`src/rtl/ram_writer_pkg.sv`:
```
// rtl/ram_writer_pkg.sv - shared states, pattern mode encodings and LFSR step for the RAM pattern writer
package ram_writer_pkg;

  typedef enum logic [2:0] {
    ST_IDLE,
    ST_SETTLE,
    ST_WRITE,
    ST_GAP,
    ST_DONE
  } state_e;

  localparam logic [1:0] MODE_INCR  = 2'd0;
  localparam logic [1:0] MODE_CONST = 2'd1;
  localparam logic [1:0] MODE_ADDR  = 2'd2;
  localparam logic [1:0] MODE_LFSR  = 2'd3;

  localparam logic [15:0] LFSR_POLY = 16'hB400;

  // Left-shifting Galois step: the bit falling out of the MSB folds the taps back in.
  function automatic logic [15:0] lfsr_step(input logic [15:0] s);
    lfsr_step = {s[14:0], 1'b0} ^ (s[15] ? LFSR_POLY : 16'h0000);
  endfunction

endpackage

```
`src/rtl/ram_pattern_gen.sv`:
```
// rtl/ram_pattern_gen.sv - combinational beat data generator; LFSR mode only with RAM_PATTERN_WRITER_LFSR_EN
module ram_pattern_gen
  import ram_writer_pkg::*;
#(
  parameter int ADDR_W    = 14,
  parameter int WORD_W    = 16,
  parameter int NUM_WORDS = 4
) (
  input  logic [1:0]                  mode_i,
  input  logic [WORD_W-1:0]           seed_i,
  input  logic [ADDR_W:0]             beat_i,
  input  logic [ADDR_W-1:0]           addr_i,
  output logic [NUM_WORDS*WORD_W-1:0] data_o
`ifdef RAM_PATTERN_WRITER_LFSR_EN
  ,
  input  logic [15:0]                 lfsr_i,
  output logic [15:0]                 lfsr_o
`endif
);

`ifdef RAM_PATTERN_WRITER_LFSR_EN
  if (WORD_W != 16) begin : g_word_w_check
    $error("LFSR pattern mode requires WORD_W == 16");
  end
  logic [15:0] lfsr_s;
`endif

  logic [WORD_W-1:0] incr_base;

  always_comb begin
    incr_base = seed_i + WORD_W'(beat_i) * WORD_W'(NUM_WORDS);
    data_o    = '0;
`ifdef RAM_PATTERN_WRITER_LFSR_EN
    lfsr_s    = lfsr_i;
`endif
    for (int k = 0; k < NUM_WORDS; k++) begin
`ifdef RAM_PATTERN_WRITER_LFSR_EN
      lfsr_s = lfsr_step(lfsr_s);
`endif
      case (mode_i)
        MODE_CONST: data_o[k*WORD_W +: WORD_W] = seed_i;
        MODE_ADDR:  data_o[k*WORD_W +: WORD_W] = WORD_W'(addr_i);
`ifdef RAM_PATTERN_WRITER_LFSR_EN
        MODE_LFSR:  data_o[k*WORD_W +: WORD_W] = WORD_W'(lfsr_s);
`endif
        default:    data_o[k*WORD_W +: WORD_W] = incr_base + WORD_W'(k);
      endcase
    end
`ifdef RAM_PATTERN_WRITER_LFSR_EN
    lfsr_o = lfsr_s;
`endif
  end

endmodule

```
`src/rtl/ram_pattern_writer.sv`:
```
// rtl/ram_pattern_writer.sv - start/done RAM write sequencer with pattern data; LFSR mode via RAM_PATTERN_WRITER_LFSR_EN
module ram_pattern_writer
  import ram_writer_pkg::*;
#(
  parameter int ADDR_W      = 14,
  parameter int WORD_W      = 16,
  parameter int NUM_WORDS   = 4,
  parameter int INIT_CYCLES = 5,
  parameter int BE_W        = NUM_WORDS*WORD_W/8
) (
  input  logic                        i_clk,
  input  logic                        i_rst,
  input  logic                        i_start,
  input  logic                        i_abort,
  input  logic [ADDR_W-1:0]           i_base_addr,
  input  logic [ADDR_W:0]             i_count,
  input  logic [1:0]                  i_mode,
  input  logic [WORD_W-1:0]           i_seed,
  input  logic [BE_W-1:0]             i_byteen,
  input  logic                        i_ready,
  output logic                        o_wen,
  output logic [ADDR_W-1:0]           o_addr,
  output logic [NUM_WORDS*WORD_W-1:0] o_data,
  output logic [BE_W-1:0]             o_byteen,
  output logic                        o_busy,
  output logic                        o_done,
  output logic [ADDR_W:0]             o_beats
);

  localparam int DATA_W = NUM_WORDS*WORD_W;
  localparam int CNT_W  = ADDR_W + 1;
  localparam int SET_W  = (INIT_CYCLES > 1) ? $clog2(INIT_CYCLES) : 1;

  state_e              state_q, state_d;
  logic [ADDR_W-1:0]   addr_q, addr_d;
  logic [DATA_W-1:0]   data_q, data_d, gen_data;
  logic [BE_W-1:0]     byteen_q, byteen_d;
  logic [CNT_W-1:0]    beats_q, beats_d, count_q, count_d;
  logic [1:0]          mode_q, mode_d;
  logic [WORD_W-1:0]   seed_q, seed_d;
  logic [SET_W-1:0]    settle_q, settle_d;
  logic                wen_q, wen_d, busy_q, busy_d, done_q, done_d;
  logic                commit, load;
`ifdef RAM_PATTERN_WRITER_LFSR_EN
  logic [15:0]         lfsr_q, lfsr_d, gen_lfsr;
`endif

  // Generator sees the already-advanced address and beat index, so its output is the next beat.
  ram_pattern_gen #(
    .ADDR_W    (ADDR_W),
    .WORD_W    (WORD_W),
    .NUM_WORDS (NUM_WORDS)
  ) u_gen (
    .mode_i (mode_q),
    .seed_i (seed_q),
    .beat_i (beats_q),
    .addr_i (addr_q),
    .data_o (gen_data)
`ifdef RAM_PATTERN_WRITER_LFSR_EN
    ,
    .lfsr_i (lfsr_q),
    .lfsr_o (gen_lfsr)
`endif
  );

  always_comb begin
    state_d  = state_q;
    addr_d   = addr_q;
    data_d   = data_q;
    byteen_d = byteen_q;
    beats_d  = beats_q;
    count_d  = count_q;
    mode_d   = mode_q;
    seed_d   = seed_q;
    settle_d = settle_q;
    load     = 1'b0;
    commit   = wen_q && i_ready;
`ifdef RAM_PATTERN_WRITER_LFSR_EN
    lfsr_d   = lfsr_q;
`endif
    case (state_q)
      ST_IDLE: begin
        if (i_start) begin
          addr_d   = i_base_addr;
          count_d  = i_count;
          mode_d   = i_mode;
          seed_d   = i_seed;
          byteen_d = i_byteen;
          beats_d  = '0;
          settle_d = SET_W'(INIT_CYCLES - 1);
`ifdef RAM_PATTERN_WRITER_LFSR_EN
          lfsr_d   = (i_seed == '0) ? 16'd1 : 16'(i_seed);
`endif
          state_d  = (i_count == '0) ? ST_DONE : ST_SETTLE;
        end
      end
      ST_SETTLE: begin
        if (i_abort) begin
          state_d = ST_DONE;
        end else if (settle_q == '0) begin
          state_d = ST_WRITE;
          load    = 1'b1;
        end else begin
          settle_d = settle_q - SET_W'(1);
        end
      end
      ST_WRITE: begin
        if (commit) begin
          beats_d = beats_q + CNT_W'(1);
          addr_d  = addr_q + ADDR_W'(1);
          state_d = i_abort ? ST_DONE : ST_GAP;
        end else if (i_abort) begin
          state_d = ST_DONE;
        end
      end
      ST_GAP: begin
        if (i_abort || beats_q == count_q) begin
          state_d = ST_DONE;
        end else begin
          state_d = ST_WRITE;
          load    = 1'b1;
        end
      end
      ST_DONE: state_d = ST_IDLE;
      default: state_d = ST_IDLE;
    endcase
    if (load) begin
      data_d = gen_data;
`ifdef RAM_PATTERN_WRITER_LFSR_EN
      lfsr_d = gen_lfsr;
`endif
    end
    wen_d  = (state_d == ST_WRITE);
    busy_d = (state_d != ST_IDLE);
    done_d = (state_d == ST_DONE);
  end

  always_ff @(posedge i_clk) begin
    if (i_rst) begin
      state_q  <= ST_IDLE;
      addr_q   <= '0;
      data_q   <= '0;
      byteen_q <= '0;
      beats_q  <= '0;
      count_q  <= '0;
      mode_q   <= '0;
      seed_q   <= '0;
      settle_q <= '0;
      wen_q    <= 1'b0;
      busy_q   <= 1'b0;
      done_q   <= 1'b0;
`ifdef RAM_PATTERN_WRITER_LFSR_EN
      lfsr_q   <= '0;
`endif
    end else begin
      state_q  <= state_d;
      addr_q   <= addr_d;
      data_q   <= data_d;
      byteen_q <= byteen_d;
      beats_q  <= beats_d;
      count_q  <= count_d;
      mode_q   <= mode_d;
      seed_q   <= seed_d;
      settle_q <= settle_d;
      wen_q    <= wen_d;
      busy_q   <= busy_d;
      done_q   <= done_d;
`ifdef RAM_PATTERN_WRITER_LFSR_EN
      lfsr_q   <= lfsr_d;
`endif
    end
  end

  assign o_wen    = wen_q;
  assign o_addr   = addr_q;
  assign o_data   = data_q;
  assign o_byteen = byteen_q;
  assign o_busy   = busy_q;
  assign o_done   = done_q;
  assign o_beats  = beats_q;

endmodule

```
`config.mk`:
```
export PLATFORM = sky130hd
export DESIGN_NAME = ram_pattern_writer
export DESIGN_NICKNAME = d
export VERILOG_FILES = /design/src/rtl/ram_writer_pkg.sv /design/src/rtl/ram_pattern_gen.sv /design/src/rtl/ram_pattern_writer.sv
export SDC_FILE = /design/constraint.sdc
export NUM_CORES = 1
export LEC_CHECK = 0
export CORE_ASPECT_RATIO = 0.75
export CORE_MARGIN = 2
export CORE_UTILIZATION = 40
export CTS_CLUSTER_SIZE = 25
export DETAILED_ROUTE_END_ITERATION = 10
export PLACE_DENSITY = 0.65
export SLEW_MARGIN = 20
export SYNTH_ARGS = -nofsm -noshare
export SYNTH_HDL_FRONTEND = slang
export SYNTH_SLANG_ARGS = --single-unit
```
`constraint.sdc`:
```
create_clock -name i_clk -period 3.7 [get_ports i_clk]
set_clock_uncertainty 0.1 [all_clocks]
set_input_delay 0.555 -clock i_clk [delete_from_list [all_inputs] [get_ports i_clk]]
set_output_delay 0.555 -clock i_clk [all_outputs]
set_load 0.005 [all_outputs]
```
Yosys cells after proc, flatten, opt, wreduce, memory -nomap -nowiden
Index checks and enable logic that the tools add are counted.
- output and inout port bits: 104
- bits in latches: 0
- bits in writable memories: 0
- register bits after elaboration: 143
- ROM bits: 0
- memories kept: 0
- input bits: 60
- word-level logic and storage cells: 69
- divide/modulo/power cells: 0
- add/subtract/negate cells: 7
- bitwise logic cells: 0
- magnitude comparators: 0
- shift operators: 0
- reductions and logical operators: 11
- multiplexer cells: 27
- equal/unequal tests: 12
- $mul: 0
- operator list (operator ; count):
    $pmux 16 s2 ; 4
    $mux 3 ; 11
    $add 16x2->16 const B ; 2
    $mux 15 ; 2
    $pmux 15 s2 ; 1
    $mux 14 ; 2
    $pmux 14 s2 ; 1
    $add 16x1->16 const B ; 1
    $add 16x16->16 ; 1
    $add 15x1->15 const B ; 1
    $eq 15x15->1 ; 1
    $logic_not 15->1 ; 1
    $add 14x1->14 const B ; 1
    $pmux 3 s4 ; 1
    $eq 3x2->1 const B ; 3
    $ne 2x2->1 const B ; 4
    $logic_not 3->1 ; 2
    $pmux 3 s2 ; 1
    $reduce_and 4->1 ; 1
    $reduce_bool 2->1 ; 2
    $eq 3x1->1 const B ; 1
    $eq 3x3->1 const B ; 1
    $mux 1 ; 3
    $reduce_and 3->1 ; 1
    8 further kinds ; 8

Depth between registers and ports, before layout
Gate-level depths: netlist of run 1.
- depth after elaboration: 5
- gate-level depth with buffers: 12
- gate-level depth less buffers: 11

Cells and area by module
A second synthesis of run 1 with hierarchy kept.
- cell total of the unflattened synthesis: 1042
- area, all modules: 8380.5 sq um
- by module, submodules not included (module ; sequential area each (sq um) ; area an instance (sq um) ; times used ; cells an instance):
    ram_pattern_writer ; 2862.7 ; 6198.4 ; 1 ; 734
    ram_pattern_gen ; 0.0 ; 2182.1 ; 1 ; 308

Least setup slack after synthesis of run 1
OpenSTA, ideal clock, no wires.
- path type: flip-flop to flip-flop
- start point: register beats_q[0], in the netlist o_beats[0]
- end point: register data_q[43], in the netlist o_data[43]
- setup time: 122 ps
- data arrival time: 3079 ps
- period minus slack after synthesis: 3300 ps
- slack: 400 ps
- stages on the path, launching flop included: 12
- cells stage by stage: dfxtp_1 > ha_1 > inv_1 > fa_1 > nand2b_1 > a2111o_1 > o311a_2 > or2_1 > buf_6 > or4_4 > xnor2_1 > a221o_1
- word-level cells in the longest chain between the ends: 4
- elaborated cells between the ends (all ways): 7
- classes of those cells: add/sub (2); eq/ne (1); mux (3); reduce/logical (1)
- ends and longest elaborated chain (item ; line ; text):
    start: declaration ; ram_pattern_writer.sv:38 ; logic [CNT_W-1:0] beats_q, beats_d, count_q, count_d;
    start signal: assignment ; ram_pattern_writer.sv:160 ; beats_q <= beats_d;
    branches (longest 4 deep; another with $add 16x16->16) ; - ;
    end signal: assignment ; ram_pattern_writer.sv:158 ; data_q <= data_d;
    end: declaration ; ram_pattern_writer.sv:36 ; logic [DATA_W-1:0] data_q, data_d, gen_data;
Parallel ways; which one is timed is not known.
A chain may end at the register's enable or synchronous reset.

Worst setup path after layout of run 1
- start point: register beats_q[1], in the netlist o_beats[1]
- end point: register data_q[43], in the netlist o_data[43]
The elaborated chain is that of the path after synthesis.

==> results of run 1 <==
[tightest hold or removal path, stage by stage, from the launching register on]
cell     delay, ns
dfxtp_1       0.31
nand2_1       0.05
a21oi_1       0.05
[metal layers]
layer  vias to the layer above  share of wire [%]
met5                         -                  0
met4                         0               0.72
met3                        16                8.0
met2                       298                 43
met1                      3495                 49
li1                       3680                  -
[flip-flops by register name, indices dropped and copies added, names as in the netlist]
| register | cells |
|---|---|
| count_q | 15 |
| mode_q | 2 |
| o_addr | 14 |
| o_beats | 15 |
| o_busy | 1 |
| o_byteen | 8 |
| o_data | 62 |
| o_done | 1 |
| o_wen | 1 |
| seed_q | 16 |
| settle_q | 3 |
| state_q | 3 |
[placed cells by master, fill, tap and decap left out, drive strengths merged, types with 11 or more instances in the layout]
master / instances
nor4: 11
a21oi: 113
o21ai: 45
nor2: 93
xnor2: 50
a211oi: 33
dfxtp: 141
nand2: 132
clkdlybuf4s50: 162
clkbuf: 22
buf: 21
inv: 19
ha: 23
nand4: 12
xor2: 22
nand3: 32
nor3: 33
[layout make-up]
class / count / area [sq um]
inverters: 20 / 75.07
flip-flops and latches: 141 / 2823
clock buffers: 22 / 474.2
fillers: 1706 / 8479
well taps: 247 / 309.0
multi-input cells: 733 / 4400
clock inverters: 10 / 113.9
repair buffers: 183 / 1779
[final timing paths]
kind	cells after the start	slack [ns]	from	endpoint
worst min-delay path	2	0.35	o_byteen[2]	o_byteen[2]
worst min register to register	2	0.35	o_byteen[2]	o_byteen[2]
worst max register to register	9	0.27	o_beats[1]	o_data[43]
worst max-delay path	9	0.27	o_beats[1]	o_data[43]
[per-stage QoR]
stage	worst slack, ns	utilization [%]
after floorplan	0.3997	-
after global placement	0.4010	50.86
after detailed placement	0.3403	50.86
after CTS	0.3065	54.05
after global routing	0.09612	54.05
final	0.2738	54.05
[power by group through the flow]
stage / sequential (mW) / combinational [mW] / clock (mW)
2_1_floorplan: 1.70 / 0.389 / 0
6_report: 1.69 / 0.676 / 1.72
5_1_grt: 1.70 / 0.747 / 1.82
3_3_place_gp: 1.72 / 0.669 / 0
3_5_place_dp: 1.72 / 0.672 / 0
4_1_cts: 1.69 / 0.676 / 1.74
[logic make-up after synthesis]
logic type      share of synthesized area [%]
compound gates                          22.64
xor+xnor                                8.472
fa+ha+maj                               4.086
buf+inv                                 4.369
flops                                   37.48
mux                                    0.6645
simple gates                            22.29
==> impl_metrics.env, run 1 <==
export IMPL_status="completed"
export IMPL_dpl_cell_count=1324
export IMPL_grt_usage_pct=24.14
export IMPL_max_freq_ghz=0.2919
export IMPL_grt_pass1_vias=6962
export IMPL_use_met1_pct=35.05
export IMPL_root_buffer="clkbuf_16"
export IMPL_syn_to_final_growth_pct=32.43
export IMPL_power_internal_mw=2.961
export IMPL_use_met2_pct=35.74
export IMPL_worst_pin_slew_ns=0.9791
export IMPL_grt_ovfl_total=0
export IMPL_placed_area_sq_um=9387
export IMPL_synth_edff_count=0
export IMPL_total_power_mw=4.093
export IMPL_crit_family="simple AND/OR/NAND/NOR gates"
export IMPL_cpPeakStageDelay_ns=0.59
export IMPL_setup_violations=0
export IMPL_ys_ff_latch=141
export IMPL_synth_distinct_cells=63
export IMPL_vias=7489
export IMPL_swShare_pct=27.66
export IMPL_cp_arrival_ns=3.64
export IMPL_setup_tns_ns=0
export IMPL_required_ns=3.91
export IMPL_static_leakage_power_nw=3.606
export IMPL_hold_viol_final=0
export IMPL_hold_ws_ns=0.3528
export IMPL_fp_dieH_um=122.8
export IMPL_hold_buffers=0
export IMPL_insertedDiodeCount=0
export IMPL_slowest_stage="or4_4"
export IMPL_crit_type="flop to flop"
export IMPL_min_period_ns=3.426
export IMPL_drive_gt1_share_pct=6.583
export IMPL_synth_async_reset_ratio_pct=0
export IMPL_drv_cap=0
export IMPL_routabilityCongestion=0.9059
export IMPL_switching_power_mw=1.132
export IMPL_io_pins=164
export IMPL_grt_first_pass_wirelength_um=37550
export IMPL_ys_seq_area_share_pct=37.48
export IMPL_ys_top_cells_by_area="dfxtp_1 (37%), a21oi_1 (7.4%), nand2_1 (6.6%)"
export IMPL_syn_nets=1040
export IMPL_power_density_nw_per_um2=410.3
export IMPL_cts_resized=0
export IMPL_floorplan_initialDensity_pct=40.82
export IMPL_ant_nets=0
export IMPL_post_drt_wl_per_cell_um=17.49
export IMPL_worst_setup_path_start_kind="flop"
export IMPL_cts_sinks=141
export IMPL_cts_tree="yes"
export IMPL_dr_pass1_iters=5
export IMPL_drv_slew=0
export IMPL_endpoint_kind="flop"
export IMPL_ir_worst_vdd_v=0.0002531
export IMPL_crit_chain="inv_1 -> fa_1 -> nand2b_1 -> a2111o_1 -> o311a_2 -> or2_1 -> or4_4 -> xnor2_1 -> a221o_1"
export IMPL_cts_buffers=17
export IMPL_yosysMostFrequentCell="dfxtp_1"
export IMPL_cts_htree_levels=4
export IMPL_hold_class="flop to flop"
export IMPL_clock_path_buffers=2
export IMPL_synthTopCellsByCount="dfxtp_1 (141), nand2_1 (132), a21oi_1 (112), nor2_1 (93), clkbuf_1 (51)"
export IMPL_rsz0062_at_grt="no"
export IMPL_synth_top_area_share_pct=37.48
export IMPL_clk_latency_ns=0.43
export IMPL_period_share_pct=92.60
export IMPL_relSlewSlack_pct=34.42
export IMPL_wirelength_um=23710
export IMPL_netlist_area_sq_um=7532
export IMPL_nets=1180
export IMPL_comb_power_share_pct=16.5
export IMPL_clk_pin_slew_worst_paths_ns=0.06
export IMPL_drtIter0Drc=544
export IMPL_pwr_share_clk_pct=42.1
export IMPL_layoutNonFillerInstCount=1356
export IMPL_die_width_um=162.5
export IMPL_dpl_hpwl_um=17020
export IMPL_cp_buffers_inverters=1
export IMPL_fp_dieArea_sq_um=19960
export IMPL_cp_max_fo=7
export IMPL_synthFlopType="dfxtp_1"
export IMPL_p_seq_share_pct=41.3
export IMPL_synth_warnings=0
export IMPL_rows=43
export IMPL_grt_max_degree=61
export IMPL_fin_area_sq_um=9975
export IMPL_yosys_area_top_type="dfxtp_1"
export IMPL_io_buffers=163
export IMPL_synth_avg_cell_area_sq_um=7.879
export IMPL_use_met3_pct=6.590
export IMPL_globalRoute_busiestLayer="met2"
export IMPL_drc_errors=0
export IMPL_cts_setup_buffers=0
export IMPL_antenna_found_initial=0
export IMPL_viasPerCell=5.523
export IMPL_netlist_instances=956
export IMPL_core_sq_um=18450
(Power assumes the default switching activity.)
==> run 2, diff against run 1 <==
CELL_PAD_IN_SITES_DETAIL_PLACEMENT = 0   (was default)
CELL_PAD_IN_SITES_GLOBAL_PLACEMENT = 2   (was default)
CORE_UTILIZATION = 29   (was 40)
PLACE_DENSITY = default   (was 0.65)
PLACE_DENSITY_LB_ADDON = 0.1   (was default)
SLEW_MARGIN = default   (was 20)
TNS_END_PERCENT = 20   (was default)
==> run 2 against run 1 <==
Against the previous run: flip-flop and latch count is the same; worst hold slack gained 0.0017 ns; critical path depth is the same; maximum frequency grew 0.67%; global-route usage shrank 3.9 points; highest routed layer unchanged; cell count grew 7.4%; largest cell class unchanged; critical endpoint unchanged; clock-buffer cell count shrank 1.
==> impl_metrics.env, run 2 (synthesized netlist as in run 1, its figures left out) <==
export IMPL_status="completed"
export IMPL_viasPerCell=5.045
export IMPL_hold_buffers=0
export IMPL_drive_gt1_share_pct=6.918
export IMPL_routabilityCongestion=0.8569
export IMPL_final_common_cell="clkdlybuf4s50_1"
export IMPL_grt_usage_pct=20.23
export IMPL_power_density_nw_per_um2=423.6
export IMPL_crit_family="simple AND/OR/NAND/NOR gates"
export IMPL_cp_buffers_inverters=1
export IMPL_clock_path_buffers=2
export IMPL_io_pins=164
export IMPL_cts_tree="yes"
export IMPL_required_ns=3.92
export IMPL_cts_resized=0
export IMPL_static_leakage_power_nw=3.648
export IMPL_dpl_cell_count=1425
export IMPL_worst_slack_ns=0.2968
export IMPL_cp_max_fo=7
export IMPL_ir_worst_vdd_v=0.0003228
export IMPL_cts_buffers=17
export IMPL_grt_pass1_vias=7176
export IMPL_crit_type="flop to flop"
export IMPL_vias=7351
export IMPL_crit_chain="inv_1 -> fa_1 -> nand2b_1 -> a2111o_1 -> o311a_2 -> or2_1 -> or4_4 -> xnor2_1 -> a221o_1"
export IMPL_antenna_found_initial=0
export IMPL_io_buffers=163
export IMPL_floorplan_initialDensity_pct=29.29
export IMPL_drtIter0Drc=486
export IMPL_wirelength_um=27090
export IMPL_grt_first_pass_wirelength_um=42010
export IMPL_fp_dieH_um=143.6
export IMPL_dpl_hpwl_um=19950
export IMPL_fp_dieArea_sq_um=27290
export IMPL_ant_nets=0
export IMPL_post_drt_wl_per_cell_um=18.59
export IMPL_cp_arrival_ns=3.62
export IMPL_nFillCells=2693
export IMPL_period_share_pct=91.98
export IMPL_hold_class="flop to flop"
export IMPL_clk_latency_ns=0.43
export IMPL_endpoint_kind="flop"
export IMPL_drv_cap=0
export IMPL_root_buffer="clkbuf_16"
export IMPL_core_sq_um=25720
export IMPL_slowest_stage="or4_4"
export IMPL_nets=1184
export IMPL_relSlewSlack_pct=37.67
export IMPL_final_cell_mix="clkdlybuf4s50_1 (162), dfxtp_1 (141), nand2_1 (132)"
export IMPL_setup_violations=0
export IMPL_layoutNonFillerInstCount=1457
export IMPL_rsz0062_at_grt="no"
export IMPL_cts_htree_levels=4
export IMPL_syn_to_final_growth_pct=35.25
export IMPL_rows=51
export IMPL_grt_ovfl_total=0
export IMPL_clk_pin_slew_worst_paths_ns=0.06
export IMPL_drv_slew=0
export IMPL_hold_viol_final=0
export IMPL_grt_max_degree=51
export IMPL_max_freq_ghz=0.2938
export IMPL_die_width_um=190.1
export IMPL_setup_tns_ns=0
export IMPL_cts_sinks=141
export IMPL_largest_reg_flops=62
export IMPL_drc_errors=0
export IMPL_cpPeakStageDelay_ns=0.58
export IMPL_cts_setup_buffers=0
export IMPL_worst_setup_path_start_kind="flop"
export IMPL_insertedDiodeCount=0
export IMPL_pre_cts_ws_ns=0.3277
export IMPL_min_period_ns=3.403
export IMPL_worst_pin_slew_ns=0.9305
export IMPL_dr_pass1_iters=6
[run 2: cell types whose count changed in the layout (fill, tap and decap cells not counted), sizes merged]
cell | before | now
clkinv | 8 | 5
clkinvlp | 1 | 2
buf | 21 | 25
clkbuf | 22 | 21
bufinv | 2 | 5
[run 2: through the flow]
step                hold WS, ns  instance area (sq um)  utilization [%]  total power, mW
CTS                      0.3564                  10190            39.61            4.367
detailed placement       0.3502                   9538            37.09            2.430
finish                   0.3545                  10190            39.61            4.315
global route             0.3764                  10190            39.61            4.523
global placement         0.3418                   9538            37.09            2.436
floorplan                0.3483                   7532                -            2.087
[run 2: layer usage]
| metal | wire length (um) | share of wire [%] | GRT usage (%) |
|---|---|---|---|
| met4 | 237 | 0.87 | 4.447 |
| met1 | 14370 | 53 | 30.27 |
| met3 | 1053 | 3.9 | 3.370 |
| met2 | 11430 | 42 | 30.14 |
| met5 | 0 | 0 | 0 |
[run 2: power breakdown]
group	leakage [nW]	internal, mW	total, mW	switching, mW
Combinational	2.19	0.316	0.701	0.385
Sequential	1.15	1.61	1.69	0.0879
Clock	0.313	1.23	1.92	0.691
[run 2: final timing paths]
kind	start	end	slack, ns	cells after the start
min	o_byteen[5]	o_byteen[5]	0.35	2
max reg2reg	o_beats[1]	o_data[43]	0.30	9
min reg2reg	o_byteen[5]	o_byteen[5]	0.35	2
max	o_beats[1]	o_data[43]	0.30	9
[run 2: area by class of cell]
class	count	area, sq um	share of cell area, %
Multi-Input combinational cell	733	4400	43.20
Clock buffer	21	460.4	4.520
Tap cell	344	430.4	4.225
Sequential cell	141	2823	27.71
Inverter	20	75.07	0.7369
Clock inverter	11	188.9	1.855
Timing Repair Buffer	187	1809	17.76
[run 2: tightest hold or removal path: stages (launching register included)]
cell,delay [ns]
dfxtp_1,0.31
nand2_1,0.05
a21oi_1,0.05
==> run 3, diff against run 2 <==
CTS_CLUSTER_DIAMETER = 150   (was default)
clock period = 3.8 ns   (was 3.7 ns; I/O delays follow)
==> run 3 against run 2 <==
Against the previous run: die area did not move; worst hold slack improved by 0.00096 ns; flip-flop and latch count stayed put; clock-buffer cell count up 1; non-clock buffer count unchanged; critical path depth up 1; largest cell class unchanged; total power down 9.2%; register-to-register slack improved by 0.14 ns.
==> impl_metrics.env, run 3 (synthesized netlist as in run 1, its figures left out) <==
export IMPL_root_buffer="clkbuf_16"
export IMPL_hold_ws_ns=0.3555
export IMPL_grt_max_degree=51
export IMPL_grt_pass1_vias=7155
export IMPL_cts_resized=0
export IMPL_endpoint_kind="flop"
export IMPL_drv_cap=0
export IMPL_io_pins=164
export IMPL_cts_buffers=17
export IMPL_layoutNonFillerInstCount=1455
export IMPL_cts_sinks=141
export IMPL_rsz0062_at_grt="no"
export IMPL_drtIter0Drc=507
export IMPL_core_sq_um=25720
export IMPL_hold_viol_final=0
export IMPL_post_drt_wl_per_cell_um=18.60
export IMPL_rr_startpoint="seed_q[2]"
export IMPL_fin_util_pct=39.20
export IMPL_routabilityCongestion=0.8129
export IMPL_syn_to_final_growth_pct=33.82
export IMPL_viasPerCell=5.040
export IMPL_cts_tree="yes"
export IMPL_status="completed"
export IMPL_hold_class="flop to flop"
export IMPL_crit_start="seed_q[2]"
export IMPL_drive_gt1_share_pct=6.751
export IMPL_grt_first_pass_wirelength_um=42390
export IMPL_nets=1184
export IMPL_max_freq_ghz=0.2969
export IMPL_clk_pin_slew_worst_paths_ns=0.06
export IMPL_clock_path_buffers=2
export IMPL_multi_input_area_sq_um=4400
export IMPL_dpl_cell_count=1425
export IMPL_worst_setup_path_start_kind="flop"
export IMPL_required_ns=4.02
export IMPL_drv_slew=0
export IMPL_power_density_nw_per_um2=388.7
export IMPL_dpl_hpwl_um=19900
export IMPL_nFillCells=2715
export IMPL_fp_dieH_um=143.6
export IMPL_hp_start="o_byteen[5]"
export IMPL_rows=51
export IMPL_clk_latency_ns=0.43
export IMPL_cts_htree_levels=4
export IMPL_total_power_mw=3.918
export IMPL_reg2regPathDepth=10
export IMPL_cp_max_fo=6
export IMPL_r2r_setup_slack_ns=0.43
export IMPL_ant_nets=0
export IMPL_regArea_sq_um=2823
export IMPL_worst_pin_slew_ns=1.008
export IMPL_setup_violations=0
export IMPL_largest_reg_flops=62
export IMPL_insertedDiodeCount=0
export IMPL_drc_errors=0
export IMPL_hold_depth=2
export IMPL_r2r_end="o_data[43]"
export IMPL_cp_arrival_ns=3.59
export IMPL_hold_buffers=0
export IMPL_cts_setup_buffers=0
export IMPL_setup_tns_ns=0
export IMPL_grt_ovfl_total=0
export IMPL_period_share_pct=88.63
export IMPL_relSlewSlack_pct=32.49
export IMPL_hold_path_endpoint="o_byteen[5]"
export IMPL_final_common_cell="clkdlybuf4s50_1"
export IMPL_final_cell_mix="clkdlybuf4s50_1 (162), dfxtp_1 (141), nand2_1 (132)"
export IMPL_fp_dieArea_sq_um=27290
export IMPL_antenna_found_initial=0
export IMPL_static_leakage_power_nw=3.605
export IMPL_die_width_um=190.1
export IMPL_min_period_ns=3.368
export IMPL_crit_type="flop to flop"
export IMPL_vias=7333
export IMPL_grt_usage_pct=20.48
export IMPL_io_buffers=163
export IMPL_floorplan_initialDensity_pct=29.29
export IMPL_wirelength_um=27070
export IMPL_ir_worst_vdd_v=0.0003091
export IMPL_dr_pass1_iters=5
## run 3: worst max path at each step
stage / depth (start not counted) / endpoint / slack [ns]
2_1_floorplan: 11 / o_data[43] / 0.50
3_3_place_gp: 10 / o_data[43] / 0.50
3_5_place_dp: 10 / o_data[43] / 0.48
4_1_cts: 10 / o_data[43] / 0.44
5_1_grt: 9 / o_data[30] / 0.20
6_report: 10 / o_data[43] / 0.43
## run 3: cell type report
type | instances | area share [%]
timing repair buffer | 187 | 17.95
clock inverter | 8 | 0.6703
sequential | 141 | 28.00
inverter | 20 | 0.7448
tap | 344 | 4.270
clock buffer | 22 | 4.705
multi-input combinational | 733 | 43.66
## run 3: power by group
part | total [mW] | switching, mW | leakage (nW) | internal, mW
clock | 1.59 | 0.651 | 0.271 | 0.937
combinational | 0.677 | 0.371 | 2.19 | 0.306
sequential | 1.65 | 0.0894 | 1.15 | 1.56
total | 3.92 | 1.11 | 3.61 | 2.81
## run 3: through the flow
stage | worst slack (ns) | instance area, sq um
finish | 0.4320 | 10080
global route | 0.2039 | 10080
CTS | 0.4426 | 10080
detailed placement | 0.4760 | 9538
global placement | 0.5017 | 9538
floorplan | 0.4997 | 7532
## run 3: routing by layer
metal  GRT usage (%)  up-vias  part of all wire, %
li1                -     3698                    -
met5               0        -                    0
met4           5.059        0                 0.85
met2           30.29      170                   42
met3           3.736       16                  4.6
met1           30.44     3449                   52
## run 3: critical path, cell delays in order (launching register included)
cell      delay (ns)
dfxtp_1         0.35
ha_1            0.20
inv_1           0.06
fa_1            0.40
nand2b_1        0.20
a2111o_1        0.38
o311a_2         0.20
or2_1           0.33
or4_4           0.58
xnor2_1         0.14
a221o_1         0.30
